--- src/rtl/alu_exec_unit.sv ---
// Registered EX-stage ALU with Z/C/N flags; latency 1, shifts n cycles, multiply WIDTH cycles.
// Backpressure: busy is high while a shift/multiply iterates; ops presented during busy or flush are dropped.
module alu_exec_unit #(
    parameter int WIDTH = 16,
    parameter int SHW   = $clog2(WIDTH)
) (
    input  logic             clk,
    input  logic             rst,
    input  logic             in_valid,
    input  logic [3:0]       alu_op,
    input  logic [WIDTH-1:0] in1,
    input  logic [WIDTH-1:0] in2,
    input  logic             flush,
    output logic             busy,
    output logic             out_valid,
    output logic [WIDTH-1:0] out,
    output logic [2:0]       flag
);

    localparam logic [3:0] OP_ADD  = 4'h1;
    localparam logic [3:0] OP_NOT  = 4'h2;
    localparam logic [3:0] OP_PASA = 4'h3;
    localparam logic [3:0] OP_PASB = 4'h4;
    localparam logic [3:0] OP_SUB  = 4'h5;
    localparam logic [3:0] OP_AND  = 4'h6;
    localparam logic [3:0] OP_OR   = 4'h7;
    localparam logic [3:0] OP_INC  = 4'h8;
    localparam logic [3:0] OP_DEC  = 4'h9;
    localparam logic [3:0] OP_SETC = 4'hA;
    localparam logic [3:0] OP_CLRC = 4'hB;
    localparam logic [3:0] OP_SHL  = 4'hC;
    localparam logic [3:0] OP_SHR  = 4'hD;
    localparam logic [3:0] OP_MUL  = 4'hE;

    localparam logic [SHW-1:0] N_ONE   = SHW'(1);
    localparam logic [SHW-1:0] CNT_MUL = SHW'(WIDTH - 1);

    typedef enum logic [1:0] {
        IDLE  = 2'd0,
        SHIFT = 2'd1,
        MUL   = 2'd2
    } state_t;

    state_t               state_q;
    logic [SHW-1:0]       cnt_q;
    logic [WIDTH-1:0]     sh_q;
    logic                 shl_q;
    logic [2*WIDTH-1:0]   acc_q;
    logic [2*WIDTH-1:0]   mcand_q;
    logic [WIDTH-1:0]     mplier_q;
    logic [WIDTH-1:0]     out_q;
    logic                 vld_q;
    logic [2:0]           flag_q;

    logic [SHW-1:0]       n;
    logic [WIDTH:0]       sum, diff, inc, dec;
    logic [WIDTH-1:0]     in1_shl1, in1_shr1;
    logic                 accept;

    assign n        = in2[SHW-1:0];
    assign sum      = {1'b0, in1} + {1'b0, in2};
    assign diff     = {1'b0, in1} - {1'b0, in2};
    assign inc      = {1'b0, in1} + {{WIDTH{1'b0}}, 1'b1};
    assign dec      = {1'b0, in1} - {{WIDTH{1'b0}}, 1'b1};
    assign in1_shl1 = {in1[WIDTH-2:0], 1'b0};
    assign in1_shr1 = {1'b0, in1[WIDTH-1:1]};
    assign accept   = in_valid & ~busy & ~flush;

    // Single-cycle result; bit WIDTH of the extended add/sub is the carry/borrow
    logic             sc_vld, sc_c, sc_zn, start_shift, start_mul;
    logic [WIDTH-1:0] sc_res;
    logic [2:0]       sc_flag;

    always_comb begin
        sc_vld      = 1'b0;
        sc_res      = out_q;
        sc_c        = flag_q[1];
        sc_zn       = 1'b1;
        start_shift = 1'b0;
        start_mul   = 1'b0;
        case (alu_op)
            OP_ADD:  begin sc_vld = 1'b1; sc_res = sum[WIDTH-1:0];  sc_c = sum[WIDTH];  end
            OP_NOT:  begin sc_vld = 1'b1; sc_res = ~in2;                                 end
            OP_PASA: begin sc_vld = 1'b1; sc_res = in1;                                  end
            OP_PASB: begin sc_vld = 1'b1; sc_res = in2;                                  end
            OP_SUB:  begin sc_vld = 1'b1; sc_res = diff[WIDTH-1:0]; sc_c = diff[WIDTH]; end
            OP_AND:  begin sc_vld = 1'b1; sc_res = in1 & in2;                            end
            OP_OR:   begin sc_vld = 1'b1; sc_res = in1 | in2;                            end
            OP_INC:  begin sc_vld = 1'b1; sc_res = inc[WIDTH-1:0];  sc_c = inc[WIDTH];  end
            OP_DEC:  begin sc_vld = 1'b1; sc_res = dec[WIDTH-1:0];  sc_c = dec[WIDTH];  end
            OP_SETC: begin sc_vld = 1'b1; sc_c = 1'b1; sc_zn = 1'b0;                     end
            OP_CLRC: begin sc_vld = 1'b1; sc_c = 1'b0; sc_zn = 1'b0;                     end
            OP_SHL, OP_SHR: begin
                if (n > N_ONE) begin
                    start_shift = 1'b1;
                end else begin
                    sc_vld = 1'b1;
                    if (n == N_ONE) begin
                        sc_res = (alu_op == OP_SHL) ? in1_shl1 : in1_shr1;
                        sc_c   = (alu_op == OP_SHL) ? in1[WIDTH-1] : in1[0];
                    end else begin
                        sc_res = in1;
                    end
                end
            end
            OP_MUL:  start_mul = 1'b1;
            default: ;
        endcase
        sc_flag = {sc_zn ? sc_res[WIDTH-1] : flag_q[2],
                   sc_c,
                   sc_zn ? (sc_res == '0) : flag_q[0]};
    end

    // One iteration step of the running shift or multiply
    logic [WIDTH-1:0]   sh_step, mc_res;
    logic               sh_cout, mc_c, last;
    logic [2*WIDTH-1:0] acc_step;
    logic [2:0]         mc_flag;

    always_comb begin
        sh_step  = shl_q ? {sh_q[WIDTH-2:0], 1'b0} : {1'b0, sh_q[WIDTH-1:1]};
        sh_cout  = shl_q ? sh_q[WIDTH-1] : sh_q[0];
        acc_step = acc_q + (mplier_q[0] ? mcand_q : '0);
        if (state_q == SHIFT) begin
            mc_res = sh_step;
            mc_c   = sh_cout;
        end else begin
            mc_res = acc_step[WIDTH-1:0];
            mc_c   = |acc_step[2*WIDTH-1:WIDTH];
        end
        mc_flag = {mc_res[WIDTH-1], mc_c, mc_res == '0};
        last    = (cnt_q == N_ONE);
    end

    always_ff @(posedge clk or posedge rst) begin
        if (rst) begin
            state_q  <= IDLE;
            cnt_q    <= '0;
            sh_q     <= '0;
            shl_q    <= 1'b0;
            acc_q    <= '0;
            mcand_q  <= '0;
            mplier_q <= '0;
            out_q    <= '0;
            vld_q    <= 1'b0;
            flag_q   <= 3'b000;
        end else begin
            vld_q <= 1'b0;
            case (state_q)
                IDLE: begin
                    if (accept) begin
                        if (start_shift) begin
                            state_q <= SHIFT;
                            shl_q   <= (alu_op == OP_SHL);
                            sh_q    <= (alu_op == OP_SHL) ? in1_shl1 : in1_shr1;
                            cnt_q   <= n - N_ONE;
                        end else if (start_mul) begin
                            // Bit 0 of the multiplier is consumed at the accept edge
                            state_q  <= MUL;
                            acc_q    <= in2[0] ? {{WIDTH{1'b0}}, in1} : '0;
                            mcand_q  <= {{(WIDTH-1){1'b0}}, in1, 1'b0};
                            mplier_q <= {1'b0, in2[WIDTH-1:1]};
                            cnt_q    <= CNT_MUL;
                        end else if (sc_vld) begin
                            out_q  <= sc_res;
                            flag_q <= sc_flag;
                            vld_q  <= 1'b1;
                        end
                    end
                end
                SHIFT, MUL: begin
                    if (flush) begin
                        state_q <= IDLE;
                    end else begin
                        cnt_q <= cnt_q - N_ONE;
                        if (state_q == SHIFT) begin
                            sh_q <= sh_step;
                        end else begin
                            acc_q    <= acc_step;
                            mcand_q  <= {mcand_q[2*WIDTH-2:0], 1'b0};
                            mplier_q <= {1'b0, mplier_q[WIDTH-1:1]};
                        end
                        if (last) begin
                            state_q <= IDLE;
                            out_q   <= mc_res;
                            flag_q  <= mc_flag;
                            vld_q   <= 1'b1;
                        end
                    end
                end
                default: state_q <= IDLE;
            endcase
        end
    end

    assign busy      = (state_q != IDLE);
    assign out_valid = vld_q;
    assign out       = out_q;
    assign flag      = flag_q;

endmodule

--- config.mk ---
export PLATFORM = sky130hd
export DESIGN_NAME = alu_exec_unit
export DESIGN_NICKNAME = d
export VERILOG_FILES = /design/src/rtl/alu_exec_unit.sv
export SDC_FILE = /design/constraint.sdc
export NUM_CORES = 1
export LEC_CHECK = 0
export CORE_MARGIN = 5
export CORE_UTILIZATION = 55
export CTS_CLUSTER_DIAMETER = 40
export DETAILED_ROUTE_END_ITERATION = 7
export PLACE_DENSITY_LB_ADDON = 0.25
export SLEW_MARGIN = 5
export SYNTH_ARGS = -nofsm -noshare
export SYNTH_HDL_FRONTEND = slang
export SYNTH_SLANG_ARGS = --single-unit
--- constraint.sdc ---
create_clock -name clk -period 4.3 [get_ports clk]
set_input_delay 0.86 -clock clk [delete_from_list [all_inputs] [get_ports clk]]
set_output_delay 0.86 -clock clk [all_outputs]
set_load 0.02 [all_outputs]
==> impl_metrics.py <==
metrics = {
    "status": {
        "status": "complete, no violations",
    },
    "synth": {
        "synth_edf_count": 0,
        "ys_top_cells_by_area": "dfrtp_1 25%, ha_1 9.4%, nand2_1 6.2%",
        "synth_cells": 1607,
        "synth_top_cell_area_share": 0.246,
        "synth_top_cell_by_area": "dfrtp_1",
        "syn_nets": 1742,
        "ys_types": 94,
        "yosys_warnings": 0,
        "yosys_most_used_dff": "dfrtp_1",
        "synth_area_per_cell_sq_um": 7.66,
        "syn_area_sq_mm": 0.0123,
        "synth-seq-area-share": 0.246,
        "async_reset_ff_frac": 1.00,
        "ys_ff_latch": 121,
    },
    "placement": {
        "portBuffers": 60,
        "placedCellCount": 2019,
        "gp_congestion": 1.00,
        "dp_slack_ns": -0.295,
        "dp_hpwl_um": 33400,
    },
    "die": {
        "die-area_sq_mm": 0.0255,
        "rows": 54,
        "die_h_um": 160,
        "io_pins": 61,
        "initial_utilization": 0.561,
        "chipWidth_um": 160,
        "fp.coreArea_sq_mm": 0.0220,
    },
    "routing": {
        "drt-pass1-iter-count": 8,
        "ant_nets": 0,
        "drc": 0,
        "viasPerCell": 6.35,
        "drt_iter0_drc": 1370,
        "wirelength_um": 43500,
        "wl_per_cell_um": 21.2,
        "num_vias": 13028,
    },
    "setup_path": {
        "cp.depth": 15,
        "cp-start-kind": "input port",
        "cp.arrival_ns": 4.43,
        "setup.reg_to_reg.worst_slack_ns": 0.26,
        "crit_fanout": 4,
        "critPathSlowestCell": "or4b_4",
        "cp_data_required_time_ns": 4.63,
        "cp-startpoint": "in2[0]",
        "critPathMaxStageDelay_ns": 0.56,
        "cp_top_family": "simple AND/OR/NAND/NOR gates",
        "cp-end-kind": "flop",
        "path_class": "in2reg",
        "timing.rr.end": "flag[1]",
        "crit_chain": "clkdlybuf4s50_1 > ha_1 > fa_1 > a21o_1 > a21oi_1 > xor2_1 > o22ai_1 > or4b_4 > nor4_2 > buf_4 > nand4_1 > nor4b_2 > buf_4 > nand4_1 > o31ai_2",
        "crit_buf_inv": 3,
        "r2r-start": "mplier_q[0]",
        "rr_worst_depth": 14,
        "worstSetupEndpoint": "flag[0]",
    },
    "sta": {
        "clock.fmax_mhz": 244,
        "max_slew.worst_pin.slew_ns": 0.787,
        "slew_viol_final": 0,
        "fin_tns_setup_ns": 0,
        "relSlewSlack": 0.474,
        "post-route-period-util": 0.955,
        "finClkSkew_ns": 0.0148,
        "post-route-min-period_ns": 4.11,
        "hold_viol_final": 0,
        "finalSetupViolations": 0,
        "fin_ws_ns": 0.194,
    },
    "clock_tree": {
        "cts_tree": "built",
        "ctsRootBufferMaster": "clkbuf_16",
        "cts_buffers": 17,
        "path_clk_slew_ns": 0.07,
        "cts_hold_buf": 0,
        "cts_max_level": 4,
        "cts_buffer_depth": 2,
        "clk_latency_ns": 0.43,
        "clock-sinks": 121,
    },
    "finish": {
        "area_growth_pct": 20.7,
        "drive_gt1_frac": 0.156,
        "post-route-util": 0.677,
        "n_antenna_cell": 0,
        "fin_nets": 1893,
        "final_cells": 2051,
    },
    "worst_hold_path": {
        "holdPathStages": 2,
        "hold_class": "reg2reg",
    },
    "power": {
        "clockPowerShare": 0.192,
        "max-vdd-ir-drop_uv": 408,
        "switchingPower_mw": 3.50,
        "seqPwrFrac": 0.253,
        "finalPower_mw": 7.53,
        "swShare": 0.465,
        "internal_power_mw": 4.03,
        "p_leak_nw": 6.70,
        "combPwrFrac": 0.555,
        "powerDensity_mw_per_mm2": 507,
    },
    "grt": {
        "grtUsageTotal": 0.332,
        "grt_antenna_before_repair": 0,
        "overflow": 0,
        "first_global_vias": 12499,
        "grt_max_degree": 59,
        "grt_pass1_wl_um": 68500,
    },
    "run": {
        "drv_cap": 0,
    },
}
-- worst min path at each step --
stage / end / start / slack, ns
6_report: mplier_q[7] / mplier_q[7] / 0.48
5_1_grt: acc_q[12] / acc_q[12] / 0.51
4_1_cts: mplier_q[4] / mplier_q[4] / 0.49
3_5_place_dp: mplier_q[4] / mplier_q[4] / 0.47
3_3_place_gp: acc_q[3] / acc_q[3] / 0.46
2_1_floorplan: mcand_q[31] / mcand_q[31] / 0.44
-- kinds of logic (layout without fill, tap and decap cells) --
group,after synthesis,count (layout),synth area share
muxes,84,84,0.0706
xor gates and xnor gates,55,55,0.0391
DFF,121,121,0.246
buffers and inverters,182,346,0.0611
and+or+nand+nor,587,587,0.232
adders and majority gates,95,95,0.0984
AOI/OAI and AO/OA,483,483,0.253
-- repair_timing --
item                                    4_1_cts  5_1_grt
setup buffers                                 0        0
endpoints found under the setup margin        0        4
gates resized for setup                       0       11
-- metal layers --
| layer | vias to the layer above | part of all wire | global-route usage |
|---|---|---|---|
| li1 | 6132 | - | - |
| met1 | 6187 | 0.42 | 0.440 |
| met2 | 599 | 0.47 | 0.558 |
| met3 | 110 | 0.072 | 0.0379 |
| met4 | 0 | 0.041 | 0.130 |
| met5 | - | 0 | 0 |
-- cells in the final DEF, fill, tap and decap left out, types with 23 or more instances in the layout --
cell             synthesis  routed
mux2i_1                 61      61
nand2_1                202     202
inv_1                   66      65
nand3_1                 47      47
a21oi_1                115     114
o21ai_0                141     141
buf_4                    2     181
mux2_2                  23      23
nor2_1                 125     125
xnor2_1                 33      33
clkdlybuf4s50_1          0      58
dfrtp_1                121     121
ha_1                    92      91
and2_1                  34      34
nor3_1                  43      43
-- synthesized netlist by cell type (all sizes together), types with 14 or more instances --
library cell,number
buf,30
xor2,22
a21o,17
and2,34
o211ai,22
xnor2,33
nor4,18
mux2i,61
nor2b,21
nand3,48
dfrtp,121
o21ai,147
a211oi,16
nand2,203
nand4,17
nor3,43
nor2,126
a21oi,115
a31oi,20
clkbuf,83
inv,68
ha,92
a22oi,14
mux2,23
-- final cells by class --
class	instances	area (sq um)
clock inverter	14	141
timing repair buffer	245	2040
fill	1893	7100
clock buffer	18	439
multi-input combinational	1304	8610
inverter	69	262
tap	280	350
sequential	121	3030
-- per-stage QoR --
step / hold slack, ns / area (sq um)
6_report: 0.485 / 14900
5_1_grt: 0.508 / 14900
4_1_cts: 0.487 / 14800
3_5_place_dp: 0.471 / 14200
3_3_place_gp: 0.457 / 14200
2_1_floorplan: 0.439 / 12300
-- power groups by stage --
stage	clock (mW)	sequential [mW]	combinational [mW]
5_1_grt	1.50	1.94	4.55
3_5_place_dp	0	1.90	4.08
4_1_cts	1.44	1.89	4.12
6_report	1.44	1.91	4.18
3_3_place_gp	0	1.89	3.99
2_1_floorplan	0	1.86	2.72
-- registers in the layout, summed over array words and instances, names as in the netlist --
name and count:
mcand_q 31, acc_q 32, state_q 2, out 16
cnt_q 4, flag 3, sh_q 16, mplier_q 15
out_valid 1, shl_q 1
-- worst min-delay path: cells and delay by family, from the launching register on --
kind,cells,cell delay (ns)
compound gates,1,0.06
simple gates,1,0.04
flops,1,0.35
No activity file was read; power rests on OpenSTA's default activity.
